==> src/rtl/fifo_wr_arbiter.sv <==
// Round-robin arbiter sharing one fifo write port among NUM_REQ valid/ready producers.
// A winner owns the port for up to MAX_BURST beats; ownership changes only through IDLE.
module fifo_wr_arbiter #(
  parameter int unsigned NUM_REQ    = 4,
  parameter int unsigned DATA_WIDTH = 8,
  parameter int unsigned MAX_BURST  = 4,
  localparam int unsigned ID_W      = (NUM_REQ > 1) ? $clog2(NUM_REQ) : 1
) (
  input  logic                          clk,
  input  logic                          rst,
  input  logic [NUM_REQ-1:0]            req_valid,
  input  logic [NUM_REQ*DATA_WIDTH-1:0] req_data,
  output logic [NUM_REQ-1:0]            req_ready,
  output logic                          fifo_wr_en,
  output logic [DATA_WIDTH-1:0]         fifo_wdata,
  input  logic                          fifo_full,
  output logic                          grant_valid,
  output logic [ID_W-1:0]               grant_id
);

  localparam int unsigned BEAT_W = $clog2(MAX_BURST + 1);

  typedef enum logic {IDLE, OWN} state_t;

  state_t            state_q, state_d;
  logic [ID_W-1:0]   owner_q, owner_d;
  logic [BEAT_W-1:0] beats_q, beats_d;
  logic [ID_W-1:0]   last_q, last_d;

  logic              found;
  logic [ID_W-1:0]   idx;

  // State register; reset leaves last at NUM_REQ-1 so producer 0 wins first.
  always_ff @(posedge clk) begin
    if (rst) begin
      state_q <= IDLE;
      owner_q <= '0;
      beats_q <= '0;
      last_q  <= ID_W'(NUM_REQ - 1);
    end else begin
      state_q <= state_d;
      owner_q <= owner_d;
      beats_q <= beats_d;
      last_q  <= last_d;
    end
  end

  // Next-state and handshake outputs.
  always_comb begin
    state_d    = state_q;
    owner_d    = owner_q;
    beats_d    = beats_q;
    last_d     = last_q;
    req_ready  = '0;
    fifo_wr_en = 1'b0;
    found      = 1'b0;
    idx        = '0;

    case (state_q)
      IDLE: begin
        // Rotating priority search starting just after the previous owner.
        for (int unsigned k = 1; k <= NUM_REQ; k++) begin
          idx = ID_W'((32'(last_q) + k) % NUM_REQ);
          if (!found && req_valid[idx]) begin
            found   = 1'b1;
            owner_d = idx;
          end
        end
        if (found) begin
          state_d = OWN;
          beats_d = '0;
        end
      end
      OWN: begin
        req_ready[owner_q] = !fifo_full;
        fifo_wr_en         = req_valid[owner_q] && !fifo_full;
        if (!req_valid[owner_q]) begin
          state_d = IDLE;
          last_d  = owner_q;
        end else if (fifo_wr_en) begin
          beats_d = beats_q + BEAT_W'(1);
          if (beats_q == BEAT_W'(MAX_BURST - 1)) begin
            state_d = IDLE;
            last_d  = owner_q;
          end
        end
      end
      default: state_d = IDLE;
    endcase

    if (rst) begin
      req_ready  = '0;
      fifo_wr_en = 1'b0;
    end
  end

  assign fifo_wdata  = req_data[32'(owner_q) * DATA_WIDTH +: DATA_WIDTH];
  assign grant_valid = (state_q == OWN) && !rst;
  assign grant_id    = owner_q;

endmodule
==> config.mk <==
export PLATFORM = sky130hd
export DESIGN_NAME = fifo_wr_arbiter
export DESIGN_NICKNAME = d
export VERILOG_FILES = /design/src/rtl/fifo_wr_arbiter.sv
export SDC_FILE = /design/constraint.sdc
export NUM_CORES = 1
export LEC_CHECK = 0
export ABC_AREA = 1
export CORE_MARGIN = 4
export CORE_UTILIZATION = 38
export CTS_CLUSTER_SIZE = 8
export DETAILED_ROUTE_END_ITERATION = 12
export PLACE_DENSITY = 0.81
export SYNTH_ARGS = -nofsm -noshare
export SYNTH_HDL_FRONTEND = slang
export SYNTH_SLANG_ARGS = --single-unit
==> constraint.sdc <==
create_clock -name clk -period 1.9 [get_ports clk]
set_input_delay 0.38 -clock clk [delete_from_list [all_inputs] [get_ports clk]]
set_output_delay 0.38 -clock clk [all_outputs]
set_load 0.1 [all_outputs]
# Word level (Yosys, flattened, before mapping)

Index checks and enable logic that the tools add are counted.
W data, S select, Z words.

Register bits after elaboration: 8
Output and inout port bits: 16

Reductions and logical operators: 15
Magnitude comparators: 6
Equal/unequal tests: 6
Shift-type cells: 1
$add $sub $neg: 5
Muxes and demuxes: 40
Bitwise gates (word level): 2

Operator list:

| kind                  | number |
|---|---|
| $shiftx A32 B6 Y8     | 1 |
| $mux W1               | 20 |
| $lt A2 B3 Y1 const B  | 5 |
| $mux W2               | 7 |
| $bmux W1 S2           | 5 |
| $mux W3               | 3 |
| $mux W4               | 2 |
| $ne A2 B1 Y1 const B  | 4 |
| $logic_and A1 B1 Y1   | 6 |
| $pmux W3 S2           | 1 |
| $reduce_and A3 Y1     | 2 |
| $logic_not A1 Y1      | 5 |
| $add A2 B1 Y2 const B | 2 |
| $add A2 B2 Y2 const B | 2 |
| $and A4 B4 Y4         | 1 |
| $reduce_bool A4 Y1    | 1 |
| $add A3 B1 Y3 const B | 1 |
| $eq A3 B2 Y1 const B  | 1 |
| $demux W1 S2          | 1 |
| $ge A2 B1 Y1 const B  | 1 |
| $ne A2 B2 Y1 const B  | 1 |
| $pmux W1 S2           | 1 |
| $reduce_and A2 Y1     | 1 |
| $not A1 Y1            | 1 |

# Longest topological paths before layout

Depth after elaboration: 19
Gate-level depth with buffers: 12
Gate-level depth less buffers: 12

# Least setup slack after synthesis

No wires, ideal clock.

Path type: register -> output
Start: register owner_q[0], in the netlist grant_id[0]
End: output req_ready[1]
Stages on the path, launching flop included: 4
Path buffers: 1
Path slack: -2003 ps
Data required time: 1520 ps
Data arrival time: 3523 ps
Path through: dfxtp_1 > inv_1 > clkbuf_1 > nor3_1

Longest elaborated chain between the ends: 7
Elaborated cells between the ends (all ways): 8

RTL lines:

| element                                                                   | RTL line | source |
|---|---|---|
| start: declaration                                                        | 26       | `logic [ID_W-1:0] owner_q, owner_d;` |
| start signal: assignment                                                  | 42       | `owner_q <= owner_d;` |
| $lt A2 B3 Y1 (not written as such) / $ge A2 B1 Y1 (equally long branches) | 75       | `req_ready[owner_q] = !fifo_full;` |
| $logic_and A1 B1 Y1 (not written as such)                                 | 75       |  |
| $mux W1 (not written as such)                                             | 75       |  |
| $demux W1 S2 (*)                                                          | 75       |  |
| $and A4 B4 Y4 (no source line) (*)                                        | n/a      |  |
| $mux W4 (*)                                                               | 59       | `case (state_q)` |
| $mux W4 (*)                                                               | 91       | `if (rst) begin` |
| end: declaration                                                          | 13       | `output logic [NUM_REQ-1:0] req_ready,` |

Mark *: on every way between the ends. The rest lies on a longest branch, timed or not.

# Worst setup path in the final report

Start: input req_valid[3]
End: output fifo_wr_en

Longest elaborated chain between the ends: 5

RTL lines:

| element                       | RTL line | source |
|---|---|---|
| start: declaration            | 11       | `input logic [NUM_REQ-1:0] req_valid,` |
| $bmux W1 S2                   | 76       | `fifo_wr_en = req_valid[owner_q] && !fifo_full;` |
| $mux W1 (not written as such) | 76       |  |
| $logic_and A1 B1 Y1           | 76       |  |
| $mux W1                       | 59       |  |
| $mux W1                       | 91       |  |
| end: declaration              | 14       | `output logic fifo_wr_en,` |

No other way between the ends. The select of a mux whose other input is x is not followed.

==> metrics.md <==
| Metric | Value |
|---|---|
| Port Buffers | 54 |
| Headroom to the max-slew limit | 81.6% |
| Worst clock skew | ~0.011 ns |
| Slowest CP cell | clkdlybuf4s50_1 |
| DRC viols | 0 |
| DP Area | 1900 µm² |
| CP Capture Type | output port |
| Clk root buf | clkbuf_4 |
| Via count | 1441 |
| Synth Area in Adders | 2.66% |
| Critical path arrival | 1.51 ns |
| Share of layout cells above drive strength 1 | a little over a third |
| Worst skew pair latency | 0.26 ns |
| Unique cell type count in the Yosys netlist | 26 |
| Sum Neg Setup Slack | 0 ns |
| Final setup violation count | 0 |
| Top layer in use | met4 |
| Pleak | approximately 0.91 nW |
| Fin crit period | 1.89 ns |
| Via/cell ratio | around 5.5 |
| Filler cells | 120 |
| Synth Cell Area | 941 µm² |
| Worst slew pin tran | 0.276 ns |
| Clock-pin slew on the worst setup and hold paths | approximately 0.050 ns |
| Routed wire length | 4.18 mm |
| DR pass1 iterations | 4 |
| Final Hold Viols | 0 |
| PwrDens | 1820 nW/µm² |
| Post-route design area | 2010 µm² |
| Max_cap viols | 0 |
| Met2 WL | 2.26 mm |
| Antenna viol nets, final | 0 |
| Clk buf depth | 2 |
| H-tree levels | 1 |
| Met3 wire length | 208 µm |
| Crit-path cells | clkdlybuf4s50_1 -> inv_2 -> o221ai_4 -> nand2_4 -> nor2_4 -> buf_12 |
| WP data required | between 1.5 and 2 ns |
| Antenna Cells | 0 |
| Die area | around 3300 µm² |
| Num ports | 55 |
| CP Class | input pin to output port |
| Flops & latches, synth | 8 |
| Peak Freq | 529 MHz |
| Largest family of logic cells by synthesized area | simple AND/OR/NAND/NOR gates |
| FP Rows | 17 |
| Hold_buf cts | 0 |
| Die Wd | 57.8 µm |
| Chip Height | 57.8 µm |
| Syn_area_per_cell | 5.81 µm² |
| Final Max Tran Viols | 0 |
| Routability cong. | 0.794 |
| Post-synthesis sequential area ratio | roughly 17% |
| Synth Area in Simple Gates | 56.4% |
| Nets | 275 |
| Yosys warns | 0 |
| Number of global-route vias before repair | 1435 |
| Total congestion overflow | 0 |
| Compound-Gate Fraction of Synth Area | 14.0% |
| Multiplexer share of the synthesized area | 0% |
| Leading cell type in the layout, fill and taps excluded | nand2_1 |
| Routed length on met1 | about 1.5 mm |
| WL/cell | 16.0 µm |
| Initial antenna violation count | 0 |
| RSZ-0062 raised after global routing | true |
| CP peak stage delay | around 0.47 ns |
| First-pass GRT wire length | 6.40 mm |
| Largest net degree at the start of global routing | 15 |
| Finished Layout Cells | 261 |
| Status | completed |
| Hpwl dp | 3.22 mm |
| Post-synth top area share | 21.5% |
| Area Overhead vs Synth | 114% |
| Syn nets | 203 |
| Min-delay worst type | flip-flop to flip-flop |
| Synth Area in XOR/XNOR | less than 1% |
| Most frequent cells in the layout | nand2_1 (51), clkdlybuf4s50_1 (36), nand3_1 (25) |
| CTS Sinks | 8 |
| TritonCTS clock tree | yes |
| Placed Cells | about 250 |
| Placeable core area | 2280 µm² |
| Gr usage total | 24.3% |
| Initial Utilization | 41.3% |
| Max VDD drop | 1900 µV |
| Area contributors post-synth | nand2_1 (22%), nand3_1 (18%), dfxtp_1 (17%), a22oi_1 (7.2%), inv_1 (5.2%) |
| CP Max Fanout | 2 |
| Tcrit/Tclk final | 99.6% |
| Largest area contributor in the netlist | nand2_1 |
| DRT iter0 DRCs | 50 |
| Cells after Synth | 162 |
| Critical Path Source Type | input pin |
| CTS buffer count | 3 |
-- metrics by stage --
step           hold WS (ns)  total power, W  worst slack (ns)  utilization [%]
6_report              0.469         0.00366           0.00815             88.3
5_1_grt               0.497         0.00383           -0.0440             88.3
4_1_cts               0.471         0.00355           0.00394             86.4
3_5_place_dp          0.462         0.00333            -0.130             83.3
3_3_place_gp          0.453         0.00326           -0.0494             83.3
2_1_floorplan         0.439         0.00234            -0.143                -
-- logic make-up after synthesis --
kind of cell,Yosys count
fa+ha+maj,2
xor+xnor,1
compound gates,18
simple gates,113
flops,8
buf+inv,20
-- power by group --
| group | switching [W] | internal [W] |
|---|---|---|
| Clock | 0.0000647 | 0.0000807 |
| Combinational | 0.00202 | 0.00114 |
| Sequential | 0.000127 | 0.000229 |
-- worst paths after layout --
path / from / end / slack, ns / cells after the start
max: req_valid[3] / fifo_wr_en / 0.008 / 6
min reg2reg: beats_q[0] / beats_q[0] / 0.47 / 1
min: beats_q[0] / beats_q[0] / 0.47 / 1
max reg2reg: last_q[0] / grant_id[0] / 0.19 / 11
-- sequential cells by signal, indices dropped and copies added (netlist names) --
signal    count
grant_id      2
state_q       1
last_q        2
beats_q       3
-- cell type report --
type	instances	area, µm²	share of cell area, %
flip-flops and latches	8	169	8.40
multi-input cells	134	870	43.2
inverters	14	57.6	2.86
well taps	28	35.0	1.74
clock buffers	4	26.3	1.31
repair buffers	73	853	42.4
-- per-layer routing --
metal / vias up / GRT usage (%)
li1: 694 / -
met5: - / 0
met4: 0 / 8.28
met2: 56 / 48.1
met1: 670 / 25.1
met3: 21 / 4.45
-- cells in the mapped netlist, drive strengths merged --
| cell | number |
|---|---|
| nand4 | 2 |
| a22oi | 9 |
| a21oi | 3 |
| nand2 | 60 |
| nor3 | 2 |
| buf | 3 |
| nor2 | 12 |
| o21ai | 3 |
| nand3b | 2 |
| nand3 | 35 |
| dfxtp | 8 |
| ha | 2 |
| o21a | 1 |
| o211ai | 1 |
| inv | 14 |
| xor2 | 1 |
| o221ai | 1 |
| clkbuf | 3 |
-- worst max-delay path: cells and delay by family --
family / cells / cell delay, ns
AO/OA/AOI/OAI: 1 / 0.22
buffers and inverters: 3 / 0.70
AND/OR/NAND/NOR: 2 / 0.20
-- repair_timing --
item / CTS / global route
buffers inserted: 5 / 1
resized for setup: 6 / 9
setup endpoints to repair: 10 / 11
pin swaps: 7 / 2
No activity file was read; power rests on OpenSTA's default activity.
